[config.mk]
export PLATFORM = sky130hd
export DESIGN_NAME = falling_sprite_engine
export DESIGN_NICKNAME = d
export VERILOG_FILES = /design/src/rtl/falling_sprite_engine.sv
export SDC_FILE = /design/constraint.sdc
export NUM_CORES = 1
export LEC_CHECK = 0
export CORE_UTILIZATION = 60
export CTS_BUF_LIST = sky130_fd_sc_hd__clkbuf_4
export CTS_CLUSTER_DIAMETER = 40
export DETAILED_ROUTE_END_ITERATION = 7
export HOLD_SLACK_MARGIN = 0.05
export PLACE_DENSITY = 0.82
export SLEW_MARGIN = 20
export SYNTH_ARGS = -nofsm -noshare
export SYNTH_HDL_FRONTEND = slang
export SYNTH_SLANG_ARGS = --single-unit
[constraint.sdc]
create_clock -name clk -period 4.6 [get_ports clk]
set_clock_uncertainty 0.1 [all_clocks]
set_input_delay 0.69 -clock clk [delete_from_list [all_inputs] [get_ports clk]]
set_output_delay 0.69 -clock clk [all_outputs]
set_load 0.02 [all_outputs]
[src/rtl/falling_sprite_engine.sv]
// rtl/falling_sprite_engine.sv - falling sprites with explosions, hit counter and registered pixel output
// Optional macro FALL_ACCEL_EN: per-sprite velocity that grows every 8th fall step, capped at 4.
module falling_sprite_engine #(
  parameter int NUM_SPRITES    = 4,
  parameter int SPRITE_W       = 10,
  parameter int SPRITE_H       = 30,
  parameter int START_Y        = 90,
  parameter int HIT_Y          = 290,
  parameter int EXPLODE_FRAMES = 32
) (
  input  logic                     clk,
  input  logic                     reset,
  input  logic                     vsync,
  input  logic [9:0]               hpos,
  input  logic [9:0]               vpos,
  input  logic                     display_on,
  input  logic                     enable,
  input  logic [NUM_SPRITES*10-1:0] sprite_x,
  output logic                     pixel_on,
  output logic [2:0]               pixel_idx,
  output logic                     pixel_explode,
  output logic [7:0]               hit_count,
  output logic                     frame_tick
);

  typedef enum logic [1:0] {S_IDLE, S_FALL, S_EXPLODE} state_t;

  localparam logic [10:0] LP_START    = 11'(START_Y);
  localparam logic [10:0] LP_HIT      = 11'(HIT_Y);
  localparam logic [7:0]  LP_CNT_INIT = 8'(EXPLODE_FRAMES - 1);

  logic r_vs_meta, r_vs_sync, r_vs_prev, r_tick;
  logic w_adv;

  always_ff @(posedge clk or posedge reset) begin
    if (reset) begin
      r_vs_meta <= 1'b0;
      r_vs_sync <= 1'b0;
      r_vs_prev <= 1'b0;
      r_tick    <= 1'b0;
    end else begin
      r_vs_meta <= vsync;
      r_vs_sync <= r_vs_meta;
      r_vs_prev <= r_vs_sync;
      r_tick    <= r_vs_sync & ~r_vs_prev;
    end
  end

  assign frame_tick = r_tick;
  assign w_adv      = r_tick & enable;

  state_t      r_state [NUM_SPRITES];
  logic [9:0]  r_y     [NUM_SPRITES];
  logic [7:0]  r_cnt   [NUM_SPRITES];
  logic [7:0]  r_hit;
`ifdef FALL_ACCEL_EN
  logic [2:0]  r_vel   [NUM_SPRITES];
  logic [2:0]  r_fcnt  [NUM_SPRITES];
`endif

  logic [10:0]            w_step [NUM_SPRITES];
  logic [NUM_SPRITES-1:0] w_hit;
  logic [3:0]             w_nhits;
  logic [8:0]             w_hsum;

  // A sprite leaving IDLE takes its first step on the spawn tick itself.
  always_comb begin
    w_nhits = '0;
    for (int i = 0; i < NUM_SPRITES; i++) begin
      w_step[i] = ((r_state[i] == S_IDLE) ? LP_START : {1'b0, r_y[i]})
`ifdef FALL_ACCEL_EN
                  + {8'd0, r_vel[i]};
`else
                  + 11'd1;
`endif
      w_hit[i]  = w_adv && (r_state[i] != S_EXPLODE) && (w_step[i] >= LP_HIT);
      w_nhits   = w_nhits + 4'(w_hit[i]);
    end
    w_hsum = {1'b0, r_hit} + {5'd0, w_nhits};
  end

  always_ff @(posedge clk or posedge reset) begin
    if (reset) begin
      r_hit <= 8'd0;
      for (int i = 0; i < NUM_SPRITES; i++) begin
        r_state[i] <= S_IDLE;
        r_y[i]     <= LP_START[9:0];
        r_cnt[i]   <= 8'd0;
`ifdef FALL_ACCEL_EN
        r_vel[i]   <= 3'd1;
        r_fcnt[i]  <= 3'd0;
`endif
      end
    end else if (w_adv) begin
      r_hit <= w_hsum[8] ? 8'hFF : w_hsum[7:0];
      for (int i = 0; i < NUM_SPRITES; i++) begin
        case (r_state[i])
          S_IDLE, S_FALL: begin
            if (w_hit[i]) begin
              r_y[i]     <= LP_HIT[9:0];
              r_state[i] <= S_EXPLODE;
              r_cnt[i]   <= LP_CNT_INIT;
            end else begin
              r_y[i]     <= w_step[i][9:0];
              r_state[i] <= S_FALL;
            end
`ifdef FALL_ACCEL_EN
            r_fcnt[i] <= r_fcnt[i] + 3'd1;
            if (r_fcnt[i] == 3'd7 && r_vel[i] != 3'd4) r_vel[i] <= r_vel[i] + 3'd1;
`endif
          end
          S_EXPLODE: begin
            if (r_cnt[i] == 8'd0) begin
              r_state[i] <= S_FALL;
              r_y[i]     <= LP_START[9:0];
`ifdef FALL_ACCEL_EN
              r_vel[i]   <= 3'd1;
              r_fcnt[i]  <= 3'd0;
`endif
            end else begin
              r_cnt[i] <= r_cnt[i] - 8'd1;
            end
          end
          default: r_state[i] <= S_IDLE;
        endcase
      end
    end
  end

  assign hit_count = r_hit;

  function automatic logic f_near(input logic [11:0] a, input logic [11:0] b);
    return (a + 12'd2 >= b) && (a <= b + 12'd2);
  endfunction

  logic [NUM_SPRITES-1:0] w_fall_cov, w_exp_cov;
  logic [11:0] w_h, w_v, w_cy;
  assign w_h  = {2'b0, hpos};
  assign w_v  = {2'b0, vpos};
  assign w_cy = 12'(HIT_Y);

  // 12-bit sums keep right-edge and explosion arithmetic from wrapping.
  for (genvar g = 0; g < NUM_SPRITES; g++) begin : g_spr
    logic [11:0] w_x, w_y, w_cx, w_d;
    logic [7:0]  w_age;
    assign w_x   = {2'b0, sprite_x[g*10 +: 10]};
    assign w_y   = {2'b0, r_y[g]};
    assign w_cx  = w_x + 12'(SPRITE_W / 2);
    assign w_age = LP_CNT_INIT - r_cnt[g];
    assign w_d   = 12'd5 + {6'd0, w_age[7:2]};
    assign w_fall_cov[g] = (r_state[g] == S_FALL)
                         && (w_h >= w_x) && (w_h < w_x + 12'(SPRITE_W))
                         && (w_v >= w_y) && (w_v < w_y + 12'(SPRITE_H));
    assign w_exp_cov[g]  = (r_state[g] == S_EXPLODE)
                         && ((f_near(w_v, w_cy) && (f_near(w_h + w_d, w_cx) || f_near(w_h, w_cx + w_d)))
                          || (f_near(w_h, w_cx) && (f_near(w_v + w_d, w_cy) || f_near(w_v, w_cy + w_d))));
  end

  logic       w_on, w_exp;
  logic [2:0] w_idx;

  always_comb begin
    w_on  = 1'b0;
    w_exp = 1'b0;
    w_idx = 3'd0;
    for (int i = NUM_SPRITES - 1; i >= 0; i--) begin
      if (w_fall_cov[i] || w_exp_cov[i]) begin
        w_on  = 1'b1;
        w_exp = w_exp_cov[i];
        w_idx = 3'(i);
      end
    end
  end

  logic       r_pix_on, r_pix_exp;
  logic [2:0] r_pix_idx;

  always_ff @(posedge clk or posedge reset) begin
    if (reset) begin
      r_pix_on  <= 1'b0;
      r_pix_exp <= 1'b0;
      r_pix_idx <= 3'd0;
    end else begin
      r_pix_on  <= display_on & w_on;
      r_pix_exp <= display_on & w_exp;
      r_pix_idx <= display_on ? w_idx : 3'd0;
    end
  end

  assign pixel_on      = r_pix_on;
  assign pixel_explode = r_pix_exp;
  assign pixel_idx     = r_pix_idx;

endmodule
==> metrics.md <==
| Metric | Value |
|---|---|
| Layout cells sized above 1 | 26.3% |
| P_int | slightly above 8000 uW |
| HP Class | register to register |
| Drt wl/cell | 20.9 um |
| Area share of and/or/nand/nor cells after synthesis | a little under a fifth |
| Final worst path period share | 111% |
| Count of warnings emitted by yosys | 0 |
| Port Buffers | between 70 and 80 |
| Max Slew Vio Count | 0 |
| Fmax | 197 MHz |
| RePlAce Congestion | 1.05 |
| Non-Filler Instances | 4687 |
| Initial Util | 61.1% |
| R2R depth | 21 |
| Switch Pwr | 8240 uW |
| First-pass GRT wire length | 153000 um |
| Synth unique cells | 103 |
| Skew-Pair Late Insertion Delay | 0.59 ns |
| All-layer global routing usage | 43.5% |
| Maximum vdd ir drop | 0.416 mV |
| Synth Area in Adders | 31.4% |
| Overflow after GRT | 0 |
| Switching share of power | 50.1% |
| Rows | 75 |
| Pin count of the biggest net entering global routing | 78 |
| Root Driver | clkbuf_4 |
| Worst slew pin tran | between 1 and 1.5 ns |
| Die height | ~210 um |
| I/O pins | 79 |
| EDFF count, synth | 0 |
| Yosys reg bits | 96 |
| WP data required | approximately 5.0 ns |
| Syn Std Cell Area | 25800 um2 |
| Crit path DAT | 5.49 ns |
| Clk buf depth | 2 |
| Setup TNS | -0.957 ns |
| Initial antenna violation count | 3 |
| Compound-cell area share of the yosys netlist | 23.3% |
| DP Cell Count | 4634 |
| Final hold viol count | 0 |
| Htree depth | 3 |
| Synthesized instance count | between 3000 and 4000 |
| Max-slew headroom | 26.1% |
| Pwr/cell area | 475 nW/um2 |
| CP Launch Type | register |
| Most common cell after layout, fill and taps aside | buf_4 |
| Total Wirelength | between 90000 and 100000 um |
| Via count | 30000 |
| Max_cap viols | 0 |
| First-iteration detailed-routing DRC count | 2940 |
| Synth async-reset ratio | 100% |
| Syn-to-layout area delta | 34.0% |
| Crit path kind | register to register |
| Register area | ~2400 um2 |
| WHS Path Cells | 0 |
| Synth Area in XOR/XNOR | 11.5% |
| CTS sink cnt | 96 |
| Vias in the first global route | 29800 |
| Seq/Total Area, Yosys | 9.38% |
| Post-DP HPWL | 79300 um |
| Die ar. | about 44000 um2 |
| Fillers | 2775 |
| Nets | 4845 |
| Most frequent cells in the layout | buf_4 (793), ha_1 (590), inv_1 (237), nand2_1 (235), nor2_1 (211) |
| Share of total power in the clock network | 3.1% |
| Status | finished, violations left |
| CTS buffer count | 9 |
| Avg Inst Size Synth | 7.81 um2 |
| Reg power frac | 8.9% |
| Leak Pwr | around 0.017 uW |
| DR pass1 iterations | 6 |
| Chip width | approximately 210 um |
| # setup viols final | 4 |
| Main combinational cell family by area after synthesis | adder cells |
| Top_reg_cell synth | dfrtp_1 |
| Core Region | 42200 um2 |
| Failing checks | setup timing |
| ANT nets after route | 0 |
| CTS tree | built |
| Worst Setup End Kind | register |
| Gate power share | a little under 90% |
| Post-synthesis mux area share | 0.393% |
| Unrepaired setup endpoints after global routing | yes |
| Minimum clock period | 5.08 ns |
| Drt via density | 6.39 |
| DRC | 0 |
| Worst setup margin | -0.485 ns |
| Clk pin slew, worst setup/hold paths | 0.19 ns |
| CP max FO | 3 |
| Multi-input gate area | between 20000 and 25000 um2 |
[path summary, 6_finish.rpt]
kind / end / slack (ns) / startpoint
min in group asynchronous: g_spr[0].w_y[0] / 0.48 / reset
max in group asynchronous: g_spr[1].w_y[4] / 3.03 / reset
max: pixel_on / -0.48 / r_cnt[11]
min reg2reg: r_vs_sync / 0.26 / r_vs_meta
max reg2reg: pixel_on / -0.48 / r_cnt[11]
min: r_vs_sync / 0.26 / r_vs_meta
[logic make-up (layout without fill, tap and decap cells)]
kind of cell    Yosys count  count (layout)
simple gates            982             982
compound gates          915             915
fa+ha+maj               638             638
xor+xnor                331             331
buf+inv                 331            1166
flops                    96              96
mux                      10              10
other cells               2              10
[state kept, by name, summed over array words and instances, names as in the netlist]
register / count
r_vs_meta: 1
pixel_on: 1
r_cnt: 32
r_vs_prev: 1
r_vs_sync: 1
g_spr.w_y: 40
r_state: 8
pixel_idx: 2
frame_tick: 1
pixel_explode: 1
hit_count: 8
[critical path, cell delays in order (launching register included)]
cell	delay, ns
dfrtp_1	0.44
inv_2	0.09
ha_4	0.24
buf_6	0.15
ha_1	0.28
a21o_1	0.20
a21oi_2	0.15
o21bai_1	0.11
a21oi_2	0.23
xnor2_2	0.16
and4_1	0.27
xor2_1	0.17
ha_1	0.25
o21a_1	0.18
o2111ai_2	0.21
nor2_1	0.08
o41ai_2	0.42
a211oi_1	0.12
a41oi_1	0.26
nand3_1	0.15
or3_1	0.41
o41a_1	0.33
[power by group through the flow]
stage | sequential [uW] | clock (uW) | combinational, uW
floorplan | 1320 | 0 | 7820
global placement | 1430 | 0 | 12500
finish | 1460 | 509 | 14500
detailed placement | 1450 | 0 | 13100
CTS | 1430 | 509 | 13700
global route | 1490 | 527 | 15700
[cell usage after synthesis, drive strengths merged, types with 12 or more instances]
master,instances,area [um2]
nand2,239,897
nor4,34,219
or3,16,100
dfrtp,80,2000
buf,22,114
inv,262,983
a21oi,228,1160
ha,623,7790
o22ai,18,113
dfstp,16,420
and3,19,120
fa,15,300
or2,19,121
o21bai,23,173
nand2b,46,288
nor3,92,460
a21o,85,638
a211oi,52,400
xor2,105,920
a211o,12,105
a31oi,36,231
nor3b,14,105
and2,25,156
o31ai,14,105
xnor2,225,2020
clkbuf,45,170
o2111ai,20,175
a2111oi,17,150
nand3,108,546
o21ai,205,1030
o211ai,33,248
nand4,62,394
nor2b,42,263
o21a,50,375
nor2,216,811
[through the flow]
step | power (uW) | utilization, % | hold WS (ns) | instance area [um2] | setup slack (ns)
floorplan | 9150 | - | 0.231 | 26100 | -0.327
global route | 17700 | 81.9 | 0.266 | 34600 | -0.760
CTS | 15600 | 80.4 | 0.261 | 33900 | -0.354
detailed placement | 14500 | 78.4 | 0.236 | 33100 | -1.24
finish | 16400 | 81.9 | 0.264 | 34600 | -0.485
global placement | 13900 | 78.4 | 0.243 | 33100 | -1.12
[layer usage]
layer,vias to the layer above,share of wire [%],GRT usage [%]
met2,1596,45,72.6
met5,-,0.11,0
met1,14000,39,53.2
li1,13800,-,-
met4,6,7.1,26.5
met3,481,8.6,5.99
[cell type report]
class	instances	share of cell area, %
inverters	264	2.92
well taps	539	1.95
repair buffers	886	20.0
clock buffers	9	0.195
flip-flops and latches	96	7.01
clock inverters	7	0.192
diodes	1	0.00724
multi-input cells	2885	67.7
[what timing repair did]
item / 4_1_cts / 5_1_grt
hold buffers: 0 / 0
pin swaps: 45 / 91
resized for setup: 124 / 120
buffers inserted: 25 / 12
hold endpoints to repair: 0 / 0
endpoints found under the setup margin: 11 / 12
No activity file was read; power rests on OpenSTA's default activity.
